==> src/rtl/uart_tx_fifo.sv <==
// Buffered 8N1 UART transmitter: a valid/ready byte FIFO is drained back-to-back by a
// start/data/stop serializer onto uart_txd, LSB first.
module uart_tx_fifo #(
    parameter int CLK_FREQ   = 50000000,
    parameter int UART_BPS   = 115200,
    parameter int FIFO_DEPTH = 16,
    parameter int AW         = 4
) (
    input  logic          clk,
    input  logic          rst,
    input  logic          tx_valid,
    input  logic [7:0]    tx_data,
    output logic          tx_ready,
    output logic [AW:0]   fifo_count,
    output logic          tx_busy,
    output logic          uart_txd
);

    localparam logic [15:0]   BPS_LAST = 16'(CLK_FREQ / UART_BPS - 1);
    localparam logic [AW:0]   FULL_CNT = (AW + 1)'(FIFO_DEPTH);
    localparam logic [AW:0]   CNT_ONE  = (AW + 1)'(1);
    localparam logic [AW-1:0] PTR_ONE  = AW'(1);

    typedef enum logic [1:0] {
        IDLE,
        START,
        DATA,
        STOP
    } state_t;

    logic [7:0]    mem [FIFO_DEPTH];
    logic [AW-1:0] wr_ptr_reg;
    logic [AW-1:0] rd_ptr_reg;
    logic [AW:0]   count_reg;

    state_t        state_reg,   state_next;
    logic [15:0]   baud_reg,    baud_next;
    logic [2:0]    bit_idx_reg, bit_idx_next;
    logic [7:0]    shift_reg,   shift_next;
    logic          txd_reg,     txd_next;
    logic          busy_reg,    busy_next;

    logic          push;
    logic          load;
    logic          bit_end;
    logic          fifo_nonempty;
    logic [2:0]    bit_idx_inc;

    assign tx_ready      = (count_reg != FULL_CNT);
    assign push          = tx_valid && tx_ready;
    assign fifo_nonempty = (count_reg != '0);
    assign bit_end       = (baud_reg == BPS_LAST);
    assign bit_idx_inc   = bit_idx_reg + 3'd1;

    assign fifo_count = count_reg;
    assign tx_busy    = busy_reg;
    assign uart_txd   = txd_reg;

    // Storage is not reset: discarding contents only needs the pointers and count cleared.
    always_ff @(posedge clk) begin
        if (push) begin
            mem[wr_ptr_reg] <= tx_data;
        end
    end

    always_ff @(posedge clk or posedge rst) begin
        if (rst) begin
            wr_ptr_reg <= '0;
            rd_ptr_reg <= '0;
            count_reg  <= '0;
        end else begin
            if (push) begin
                wr_ptr_reg <= wr_ptr_reg + PTR_ONE;
            end
            if (load) begin
                rd_ptr_reg <= rd_ptr_reg + PTR_ONE;
            end
            case ({push, load})
                2'b10:   count_reg <= count_reg + CNT_ONE;
                2'b01:   count_reg <= count_reg - CNT_ONE;
                default: count_reg <= count_reg;
            endcase
        end
    end

    always_ff @(posedge clk or posedge rst) begin
        if (rst) begin
            state_reg   <= IDLE;
            baud_reg    <= '0;
            bit_idx_reg <= '0;
            shift_reg   <= '0;
            txd_reg     <= 1'b1;
            busy_reg    <= 1'b0;
        end else begin
            state_reg   <= state_next;
            baud_reg    <= baud_next;
            bit_idx_reg <= bit_idx_next;
            shift_reg   <= shift_next;
            txd_reg     <= txd_next;
            busy_reg    <= busy_next;
        end
    end

    always_comb begin
        state_next   = state_reg;
        baud_next    = bit_end ? 16'd0 : baud_reg + 16'd1;
        bit_idx_next = bit_idx_reg;
        shift_next   = shift_reg;
        txd_next     = txd_reg;
        load         = 1'b0;

        case (state_reg)
            IDLE: begin
                baud_next = 16'd0;
                txd_next  = 1'b1;
                if (fifo_nonempty) begin
                    load       = 1'b1;
                    state_next = START;
                    txd_next   = 1'b0;
                end
            end
            START: begin
                if (bit_end) begin
                    state_next   = DATA;
                    bit_idx_next = 3'd0;
                    txd_next     = shift_reg[0];
                end
            end
            DATA: begin
                if (bit_end) begin
                    if (bit_idx_reg == 3'd7) begin
                        state_next = STOP;
                        txd_next   = 1'b1;
                    end else begin
                        bit_idx_next = bit_idx_inc;
                        txd_next     = shift_reg[bit_idx_inc];
                    end
                end
            end
            STOP: begin
                if (bit_end) begin
                    // Chain straight into the next start bit when more bytes are waiting.
                    if (fifo_nonempty) begin
                        load       = 1'b1;
                        state_next = START;
                        txd_next   = 1'b0;
                    end else begin
                        state_next = IDLE;
                    end
                end
            end
            default: begin
                state_next = IDLE;
                txd_next   = 1'b1;
            end
        endcase

        if (load) begin
            shift_next = mem[rd_ptr_reg];
        end
        busy_next = (state_next != IDLE);
    end

endmodule

==> config.mk <==
export PLATFORM = sky130hd
export DESIGN_NAME = uart_tx_fifo
export DESIGN_NICKNAME = d
export VERILOG_FILES = /design/src/rtl/uart_tx_fifo.sv
export SDC_FILE = /design/constraint.sdc
export NUM_CORES = 1
export LEC_CHECK = 0
export ABC_AREA = 1
export CAP_MARGIN = 25
export CORE_MARGIN = 2
export CORE_UTILIZATION = 40
export CTS_CLUSTER_SIZE = 30
export DETAILED_ROUTE_END_ITERATION = 7
export SETUP_SLACK_MARGIN = 0.05
export SYNTH_ARGS = -nofsm -noshare
export SYNTH_HDL_FRONTEND = slang
export SYNTH_SLANG_ARGS = --single-unit
==> constraint.sdc <==
create_clock -name clk -period 6.93 [get_ports clk]
set_input_delay 1.0395 -clock clk [delete_from_list [all_inputs] [get_ports clk]]
set_output_delay 1.0395 -clock clk [all_outputs]
set_load 0.05 [all_outputs]
# Word-level counts from Yosys, hierarchy flattened
# Memories as Yosys holds them, arrays and structs flattened. A register that Yosys moved wholly into a read port is not among the register bits.
# Cells that the tools add are included.
# W data, S select, Z words.
[op_classes]
addsub = 6
order_cmp = 1
n_reduce_logical = 8
n_mux = 28
eq_ne = 13
[op_table]
columns = ["cell", "n"]
rows = [
  ["$mux W16", 2],
  ["$add A16 B1 Y16 const B", 1],
  ["$eq A16 B9 Y1 const B", 1],
  ["$mux W1", 12],
  ["$mux W2", 5],
  ["$ne A2 B2 Y1 const B", 5],
  ["$pmux W5 S2", 1],
  ["$mux W3", 3],
  ["$add A4 B1 Y4 const B", 2],
  ["$pmux W2 S4", 1],
  ["$reduce_and A4 Y1", 2],
  ["$eq A2 B2 Y1 const B", 3],
  ["$pmux W3 S2", 1],
  ["$reduce_bool A2 Y1", 3],
  ["$add A5 B1 Y5 const B", 1],
  ["$ne A5 B5 Y1 const B", 1],
  ["$reduce_bool A5 Y1", 1],
  ["$sub A5 B1 Y5 const B", 1],
  ["$eq A2 B1 Y1 const B", 2],
  ["$lt A3 B4 Y1 const B", 1],
  ["$pmux W1 S4", 1],
  ["$add A3 B1 Y3 const B", 1],
  ["$bmux W1 S3", 1],
  ["$eq A3 B3 Y1 const B", 1],
  ["other kinds (3)", 3],
]
[word_totals]
register_bits = 36
in_bits = 11
ram_bits = 128
wordCells = 65
memories = 1
out_inout_bits = 8
[memory_table]
columns = ["name", "words", "width", "rd", "rd_clocked_by_memory_dff", "wr", "line", "rtl"]
rows = [
  ["mem", 16, 8, 1, 1, 1, "31", "logic [7:0] mem [FIFO_DEPTH];"],
]

# Depth between registers and ports, before layout
# Gate-level depths: netlist of run 1.
[logic_depth]
word_depth = 6
mapped_depth = 19
mapped_depth_nobuf = 18

# Worst setup path before layout of run 1
# OpenSTA, ideal clock, no wires.
[synth_timing]
kind = "flip-flop to flip-flop"
from = "register count_reg[1], in the netlist fifo_count[1]"
to = "register count_reg[4], in the netlist fifo_count[4]"
path_buffers = 1
path_stages_with_launch = 20
synth_period_minus_slack_ns = 2.743
setup_slack_ns = 4.187
arrival_time_ns = 2.619
t_required_ns = 6.806
cell_sequence = "dfrtp_1 > nor2_1 > nand2_1 > inv_1 > nand2_1 > nand2_1 > inv_1 > nand2_2 > a21oi_4 > buf_6 > ha_1 > inv_1 > fa_1 > inv_1 > a21oi_1 > nor2_1 > nor2_1 > nand2_1 > nand3_1 > xor2_1"
[synth_via]
elab_chain_cells = 6
word_cells_on_any_way = 12
classes_between = "2 x add/sub; 3 x eq/ne; 4 x mux; 3 x reduce/logical"
[synth_rtl]
columns = ["item", "line", "rtl"]
rows = [
  ["start, declared", "34", "logic [AW:0] count_reg;"],
  ["start signal, assigned", "79", "2'b10: count_reg <= count_reg + CNT_ONE;"],
  ["start signal, assigned", "80", "2'b01: count_reg <= count_reg - CNT_ONE;"],
  ["start signal, assigned", "81", "default: count_reg <= count_reg;"],
  ["$reduce_bool A5 Y1 (*)", "51", "assign fifo_nonempty = (count_reg != '0);"],
  ["$mux W1 (*)", "116, 143", ""],
  ["$mux W1", "141", "if (bit_end) begin"],
  ["$pmux W1 S2 (*)", "112", "case (state_reg)"],
  ["via load", "44", "logic load;"],
  ["$eq A2 B1 Y1 / $eq A2 B2 Y1 (equally long branches)", "78", "case ({push, load})"],
  ["$pmux W5 S2 / $reduce_bool A2 Y1 (equally long branches)", "-", ""],
]
# Mark *: on every way through the listed nets, which the timed path passes. The rest lies on a longest branch.
# A chain may end at the register's enable or synchronous reset.

# Worst setup path after layout of run 1
[layout_timing]
from = "register baud_reg[1]"
to = "register count_reg[4], in the netlist fifo_count[4]"
[layout_via]
elab_chain_cells = 5
word_cells_on_any_way = 7
classes_between = "3 x eq/ne; 3 x mux; 1 x reduce/logical"
[layout_rtl]
columns = ["item", "line", "rtl"]
rows = [
  ["start, declared", "37", "logic [15:0] baud_reg, baud_next;"],
  ["start signal, assigned", "96", "baud_reg <= baud_next;"],
  ["$eq A16 B9 Y1 (*)", "52", "assign bit_end = (baud_reg == BPS_LAST);"],
  ["$mux W1 (*)", "141", ""],
  ["$pmux W1 S2 (*)", "112", ""],
  ["$eq A2 B1 Y1 / $eq A2 B2 Y1 (equally long branches)", "78", ""],
  ["$pmux W5 S2 / $reduce_bool A2 Y1 (equally long branches)", "-", ""],
]
# Mark *: on every way between the ends. The rest lies on a longest branch, timed or not.

==> results.md, run 1 <==
- Setup repair after global routing left no endpoint under its margin.
- The total die area is 0.0203 sq mm.
- The core utilization of the finished layout is 0.460.
- The achievable frequency is 302 MHz.
- The final critical-path required period is 3.31 ns.
- In this run the clock root is driven by a sky130_fd_sc_hd__clkbuf_16.
- The number of H-tree branching levels is 4.
- The library cell occupying the most area in the post-synthesis netlist is sky130_fd_sc_hd__edfxtp_1.
- For this run the aggregate overflow at the end of global routing stands at 0.
- VDD sags by at most 178 uV.
- Timing analysis after detailed placement gives a worst setup slack of 3.64 ns.
- The buffering stage count on the worst path with inverters included is 3.
- The sort of element at the end of the critical path is a flip-flop.
- For this design, the sink count on the clock tree is 172.
- After synthesis, the netlist uses 36 different library cells.
- The number of fillers in the final layout is 1715.
- Measured along the y axis, the die boundary spans 142 um.
- The number of buffers inserted to repair setup after CTS is 0.
- The hold violation count in the final report was 0.
- The first global-routing pass estimated 26.7 mm of wire.
- Setup violations remaining at the end of the flow were counted as 0.
- Across all layers, the routed design uses 5221 vias.
- The number of flops mapped to enable cells by yosys is 128.
- At the pin with the least slew margin, the transition time is 0.865 ns.
- The largest stage delay on the critical path is 0.49 ns.
- Of the available clock period, the critical path in the final layout requires 0.477.
- Sorting the synthesized cells by area gives the leading types as sky130_fd_sc_hd__edfxtp_1 (50%), sky130_fd_sc_hd__dfrtp_1 (14%), sky130_fd_sc_hd__nand2_1 (7.9%), sky130_fd_sc_hd__nor2_1 (5.3%), sky130_fd_sc_hd__o21ai_0 (3.5%).
- The width of the die is 142 um.
- No sink is reached through more buffers than the 2 on the longest clock path.
- The leakage power is 3.41 nW.
- The average instance in the mapped netlist occupies 10.4 sq um.
- TritonCTS built the clock tree.
- The slack of the critical path is 3.62 ns.
- For this run, design rule violations remaining after detail routing come to 0.
- The net count reported at finish is 786.
- The final max-slew violation count came to 0.
- Of all nets on the critical path, the largest fanout is 23.
- The number of warnings reported in the yosys synthesis log is 0.
- After floorplanning, the core was divided into 50 placement rows.
- The cell that appears most often on the critical path is sky130_fd_sc_hd__inv_1.
- The register with the most flip-flops in the layout has 128 of them.
- After synthesis, the share of flip-flops with an asynchronous set or reset is 0.256.
- At the worst endpoint, the required time is 7.24 ns.
- The detail route stage leaves a number of antenna-violating nets equal to 0.
- After detailed placement, the total cell area comes to 0.00803 sq mm.
- The via count of the first global-routing pass is 5058.
- The signal on the critical path passes through inv_1 -> ha_1 -> nand2_1 -> nor3_2 -> nand2_2 -> nor2_8 -> nand2_2 -> a21oi_4 -> ha_1 -> inv_1 -> fa_1 -> inv_1 -> a21oi_1 -> nor2_1 -> nor2_1 -> nand2_1 -> nand3_1 -> xor2_1.
- The share of synthesized area in the top cell type comes to 0.501.
- The routed design has 16.6 mm of wire.
- After routing, the total negative slack on setup checks comes to 0 ns.
- The worst hold path belongs to the class reg2reg.
- Measured against its own limit, the worst slew margin works out to 0.421.
- Clock latency on the worst-skew pair, taken at its later pin, is 0.43 ns.
- Across every metal layer, demand over resource in global routing totals 0.174.
- The clock arrives with 0.00956 ns of skew.
- The post-synth design cell area is 0.00767 sq mm.
- Relative to the synthesized area, the layout overhead comes to 12.7%.
- During placement, the flow inserted port buffers numbering 18.
- The number of buffers added by the clock tree synthesis step is 17.
- The finished cells cover 0.00864 sq mm.
- The cell with the biggest individual delay on the critical path is sky130_fd_sc_hd__a21oi_4.
- In the final routed layout, each cell accounts on average for 16.6 um.
- In this run, synthesis produced a sequential element count of 172.
- The DRC violation total after the first TritonRoute iteration is 453.
- The power per standard cell area is 288 mW/mm^2.
- The post-route total power is 2.49 mW.
- Once detailed placement completed, the half-perimeter wirelength came to 10.6 mm.
- The dominant delay contributor by cell family on the critical path is simple AND/OR/NAND/NOR gates.
- The initial antenna violation count came to 0.
- The global placer's final weighted congestion is 0.846.
- Among all flip-flop cells after synthesis, the most frequent one is sky130_fd_sc_hd__edfxtp_1.
- The clock transition at the register clock pins on the worst setup and hold paths after CTS is 0.06 ns.
- 0 antenna diodes ended up in the layout.
- The kind of start point of the critical path is a flip-flop.
- The synthesized netlist net count is 769.
- The tool flagged a number of max-cap violations equal to 0.
- Of the synthesized area, sequential elements account for 0.645.
- The number of buffers added to fix hold violations after cts is 0.
- The via density per instance is 5.21.
- Entering global routing, the biggest net connects 72 pins.
- During I/O placement, the number of pins put on the boundary was 19.
- The number of detailed-routing iterations run before antenna repair is 5.
- The proportion of layout cells with a drive suffix above 1 is 0.0664.
- Data on the critical path arrives at its endpoint at 3.62 ns.
- The synthesized instance count is 739.
- The placeable core area is 0.0188 sq mm.
- The initial standard-cell utilization of the core is 0.409.
- The run finished with clean final reports.
- The post-cts repair resize count is 0.
- The setup path with the least slack is of type reg2reg.
-- worst paths after layout --
path | from | endpoint | slack, ns | depth (start not counted)
max in group asynchronous | rst | uart_txd$_DFFE_PP1P_ | 5.61 | 3
min reg2reg | shift_reg[1]$_DFFE_PP0P_ | shift_reg[1]$_DFFE_PP0P_ | 0.48 | 2
min in group asynchronous | rst | shift_reg[1]$_DFFE_PP0P_ | 0.83 | 2
min | shift_reg[1]$_DFFE_PP0P_ | shift_reg[1]$_DFFE_PP0P_ | 0.48 | 2
max | baud_reg[1]$_DFF_PP0_ | fifo_count[4]$_DFFE_PP0P_ | 3.62 | 18
max reg2reg | baud_reg[1]$_DFF_PP0_ | fifo_count[4]$_DFFE_PP0P_ | 3.62 | 18
-- cell type report --
class,instances,area [sq um],share of cell area
sequential,172,4950,0.572
clock buffer,18,429,0.0497
multi-input combinational,475,2340,0.271
clock inverter,13,139,0.0161
tap,234,293,0.0339
timing repair buffer,22,235,0.0272
inverter,68,255,0.0295
-- cells in the final DEF (no fill, tap or decap), drive strengths merged, types with 2 or more instances in the layout --
master	n
edfxtp	128
nand3	42
clkdlybuf4s50	18
buf	4
nor4	2
xor2	7
a21oi	30
nand2	165
nor2	111
dfrtp	43
o211ai	20
o21ai	61
clkinvlp	2
nor3	6
inv	71
clkinv	6
xnor2	2
a31oi	2
bufinv	2
ha	18
clkbuf	18
nand4	5
-- where the power goes --
part	switching (mW)	total (mW)	internal, mW
Sequential	0.0462	1.26	1.21
Clock	0.395	0.926	0.530
Combinational	0.215	0.301	0.0858
Total	0.656	2.49	1.83
-- through the flow --
step | hold slack (ns) | cells
floorplan | 0.442 | 739
global route | 0.512 | 1002
CTS | 0.484 | 1000
detailed placement | 0.469 | 969
global placement | 0.467 | 969
finish | 0.481 | 1002
-- cells by family after synthesis --
| group | share of synthesized area |
|---|---|
| AO/OA/AOI/OAI | 0.0840 |
| XOR/XNOR | 0.0103 |
| adder cells (fa/ha/maj) | 0.0320 |
| buffers and inverters | 0.0496 |
| flip-flops | 0.645 |
| AND/OR/NAND/NOR | 0.179 |
-- worst min-delay path, delay by kind of cell (launching register included) --
family / cells / cell delay (ns)
flip-flops: 1 / 0.34
AND/OR/NAND/NOR: 2 / 0.11
-- cell usage after synthesis, drive strengths merged (2+ instances only) --
cell,instances
nand2,165
edfxtp,128
nor2,111
inv,67
o21ai,61
dfrtp,43
nand3,42
a21oi,30
o211ai,20
ha,18
buf,13
clkbuf,11
xor2,7
nor3,6
nand4,5
a31oi,2
nor4,2
xnor2,2
-- metal layers --
layer / vias up / part of all wire / track usage
met5: - / 0 / 0
met4: 0 / 0.017 / 0.0589
met3: 18 / 0.049 / 0.0400
met2: 148 / 0.47 / 0.280
met1: 2534 / 0.46 / 0.234
li1: 2521 / - / -
(Power assumes the default switching activity.)
==> run 2, diff against run 1 <==
- clock period: 6.93 -> 3.1 ns (I/O delays scaled with it)
==> results.md, run 2 (synthesis gave the netlist of run 1 again) <==
- Run status: completed (unchanged).
- The count of placed standard cells in the final layout, fillers left out came to 1023 (was 1002).
- The net count reported at finish is 806 (was 786).
- The area of all placed cells without fillers is 0.00883 sq mm (was 0.00864 sq mm).
- The count of max-cap constraint violations is 0 (unchanged).
- The clock root buffer is sky130_fd_sc_hd__clkbuf_16 (unchanged).
- The number of inserted diodes was 0 (unchanged).
- The number of detailed-routing iterations run before antenna repair was 5 (unchanged).
- The quantity of I/O buffers inserted on ports is 18 (unchanged).
- The portion of the clock cycle consumed by the worst path in the final layout is 0.875 (was 0.477).
- The width of the die is 142 um (unchanged).
- The setup skew after layout is 0.0125 ns (was 0.00956 ns).
- The proportion of layout cells with a drive suffix above 1 was 0.0963 (was 0.0664).
- The final wirelength is 16.8 mm (was 16.6 mm).
- The count of vias placed by the detailed router is 5317 (was 5221).
- The TritonCTS clock tree is built (unchanged).
- The global placer's final weighted congestion was 0.883 (was 0.846).
- The final max-slew violation count is 0 (unchanged).
- The signed area change from the synthesized netlist to the final layout is 15.2% (was 12.7%).
- The clock transition at the register clock pins on the worst setup and hold paths after CTS is 0.07 ns (was 0.06 ns).
- The clock insertion delay at the later pin of the skew report is 0.43 ns (about the same).
- The sum of net half-perimeters after detailed placement is 10.9 mm (was 10.6 mm).
- The cell with the most instances on the worst path is sky130_fd_sc_hd__inv_1 (unchanged).
- The number of placed cells counting well taps is 991 (was 969).
- The worst-case clock buffer depth was 2 (unchanged).
- The number of DRC violations after detailed routing is 0 (unchanged).
- The leading cell type in the layout, fill and taps excluded was sky130_fd_sc_hd__nand2_1 (unchanged).
- The number of nets still failing antenna checks after routing is 0 (unchanged).
- The total grt overflow came to 0 (unchanged).
- The slew of the pin with the lowest slew margin is 0.755 ns (was 0.865 ns).
- The register-to-register path setup slack is 0.39 ns (was 3.62 ns).
- Cell-by-cell trace of the critical path: inv_1 -> ha_1 -> nand2_1 -> nor3_2 -> nand2_2 -> nor2_8 -> nand2_2 -> a21oi_4 -> ha_1 -> inv_1 -> fa_1 -> inv_1 -> a21oi_1 -> nor2_1 -> nor2_1 -> nand2_1 -> nand3_1 -> xor2_1 (unchanged).
- The hold violation count in the final report is 0 (unchanged).
- The data required time of the worst path was 3.41 ns (was 7.24 ns).
- The kind of start point of the critical path is a flip-flop (unchanged).
- The global-route usage over all layers came to 0.178 (was 0.174).
- The logic depth of the worst register-to-register path came to 18 (unchanged).
- The count of clock tree sinks was 172 (unchanged).
- The number of placement rows is 50 (unchanged).
- The number of H-tree branching levels was 4 (unchanged).
- The startpoint of the most critical register-to-register path is baud_reg[1]$_DFF_PP0_ (unchanged).
- The initial antenna violation count is 0 (unchanged).
- The I/O pin count is 19 (unchanged).
- The worst hold margin came to 0.456 ns (was 0.481 ns).
- The global-route wire length before repair is 27.3 mm (was 26.7 mm).
- The largest voltage drop on the vdd net is 427 uV (was 178 uV).
- The total placed instance area came to 0.00821 sq mm (was 0.00803 sq mm).
- The core utilization of the finished layout was 0.471 (was 0.460).
- The class of the tightest hold or removal check is in2async (was reg2reg).
- The maximum fanout along the worst path is 5 (was 23).
- The arrival time at the worst endpoint was 3.03 ns (was 3.62 ns).
- The average wire per standard cell is 16.5 um (was 16.6 um).
- The total negative setup slack was 0 ns (unchanged).
- The power per standard cell area is 649 mW/mm^2 (was 288 mW/mm^2).
- The number of setup violations in the final report is 0 (unchanged).
- The pre-CTS setup slack is 0.396 ns (was 3.64 ns).
- The total die area is 0.0203 sq mm (unchanged).
- The leakage power is 3.54 nW (was 3.41 nW).
- RSZ-0062 raised after global routing: false (unchanged).
- The via count of the first global-routing pass was 5166 (was 5058).
- The achievable frequency is 369 MHz (was 302 MHz).
- The initial standard-cell utilization of the core is 0.409 (unchanged).
- The placeable core area came to 0.0188 sq mm (unchanged).
- The number of buffers added by the clock tree synthesis step is 17 (unchanged).
- The number of flip-flops in the largest register is 128 (unchanged).
- The post-route total power came to 5.74 mW (was 2.49 mW).
- The via density per instance was 5.20 (was 5.21).
- Commonest cells after routing, fill and taps aside: sky130_fd_sc_hd__nand2_1 (162), sky130_fd_sc_hd__edfxtp_1 (128), sky130_fd_sc_hd__nor2_1 (108) (unchanged).
- The worst slew margin relative to its limit was 0.495 (was 0.421).
- The post-cts repair resize count is 0 (unchanged).
- The number of fillers in the final layout is 1712 (was 1715).
- The final critical-path required period is 2.71 ns (was 3.31 ns).
- The slack of the critical path was 0.387 ns (was 3.62 ns).
- The pin count of the biggest net entering global routing came to 71 (was 72).
- The start-to-end type of the worst setup path is reg2reg (unchanged).
- The DRC violation total after the first TritonRoute iteration is 394 (was 453).
- The largest stage delay on the critical path came to 0.40 ns (was 0.49 ns).
- The sort of element at the end of the critical path is a flip-flop (unchanged).
- The cell with the biggest individual delay on the critical path is sky130_fd_sc_hd__dfrtp_1 (was sky130_fd_sc_hd__a21oi_4).
- The number of buffers added to fix hold violations after cts is 0 (unchanged).
- The die outline height was 142 um (unchanged).
- The critical register-to-register path endpoint is fifo_count[4]$_DFFE_PP0P_ (unchanged).
- The number of buffers inserted to repair setup after CTS is 0 (unchanged).
==> run 2: per-layer routing <==
metal	vias up	part of all wire	global-route usage
met5	-	0	0
met4	0	0.0091	0.0469
met3	11	0.042	0.0333
met2	130	0.49	0.297
met1	2607	0.46	0.239
li1	2569	-	-
==> run 2: where the power goes <==
part	internal, mW	switching (mW)	leakage, nW	total [mW]
Clock	1.23	0.977	0.298	2.21
Combinational	0.220	0.495	1.54	0.715
Sequential	2.71	0.101	1.70	2.81
Total	4.16	1.57	3.54	5.74
==> run 2: worst max path at each step <==
stage | startpoint | end | slack (ns) | depth (start not counted)
2_1_floorplan | fifo_count[1]$_DFFE_PP0P_ | fifo_count[4]$_DFFE_PP0P_ | 0.36 | 19
3_3_place_gp | baud_reg[1]$_DFF_PP0_ | fifo_count[4]$_DFFE_PP0P_ | 0.46 | 18
3_5_place_dp | baud_reg[1]$_DFF_PP0_ | fifo_count[4]$_DFFE_PP0P_ | 0.40 | 18
4_1_cts | baud_reg[1]$_DFF_PP0_ | fifo_count[4]$_DFFE_PP0P_ | 0.38 | 18
5_1_grt | baud_reg[1]$_DFF_PP0_ | fifo_count[4]$_DFFE_PP0P_ | 0.13 | 18
6_report | baud_reg[1]$_DFF_PP0_ | fifo_count[4]$_DFFE_PP0P_ | 0.39 | 18
==> run 2: final cells by class <==
cell class,count,area [sq um],share of cell area
inverters,68,255,0.0289
multi-input cells,475,2340,0.265
clock buffers,17,425,0.0482
flip-flops and latches,172,4950,0.560
well taps,234,293,0.0331
repair buffers,42,373,0.0422
clock inverters,15,196,0.0222
==> run 2: critical path, delay by kind of cell, from the launching register on <==
family / cells / cell delay, ns
compound gates: 2 / 0.20
xor+xnor: 1 / 0.14
fa+ha+maj: 3 / 0.75
buf+inv: 3 / 0.25
flops: 1 / 0.40
simple gates: 9 / 0.87
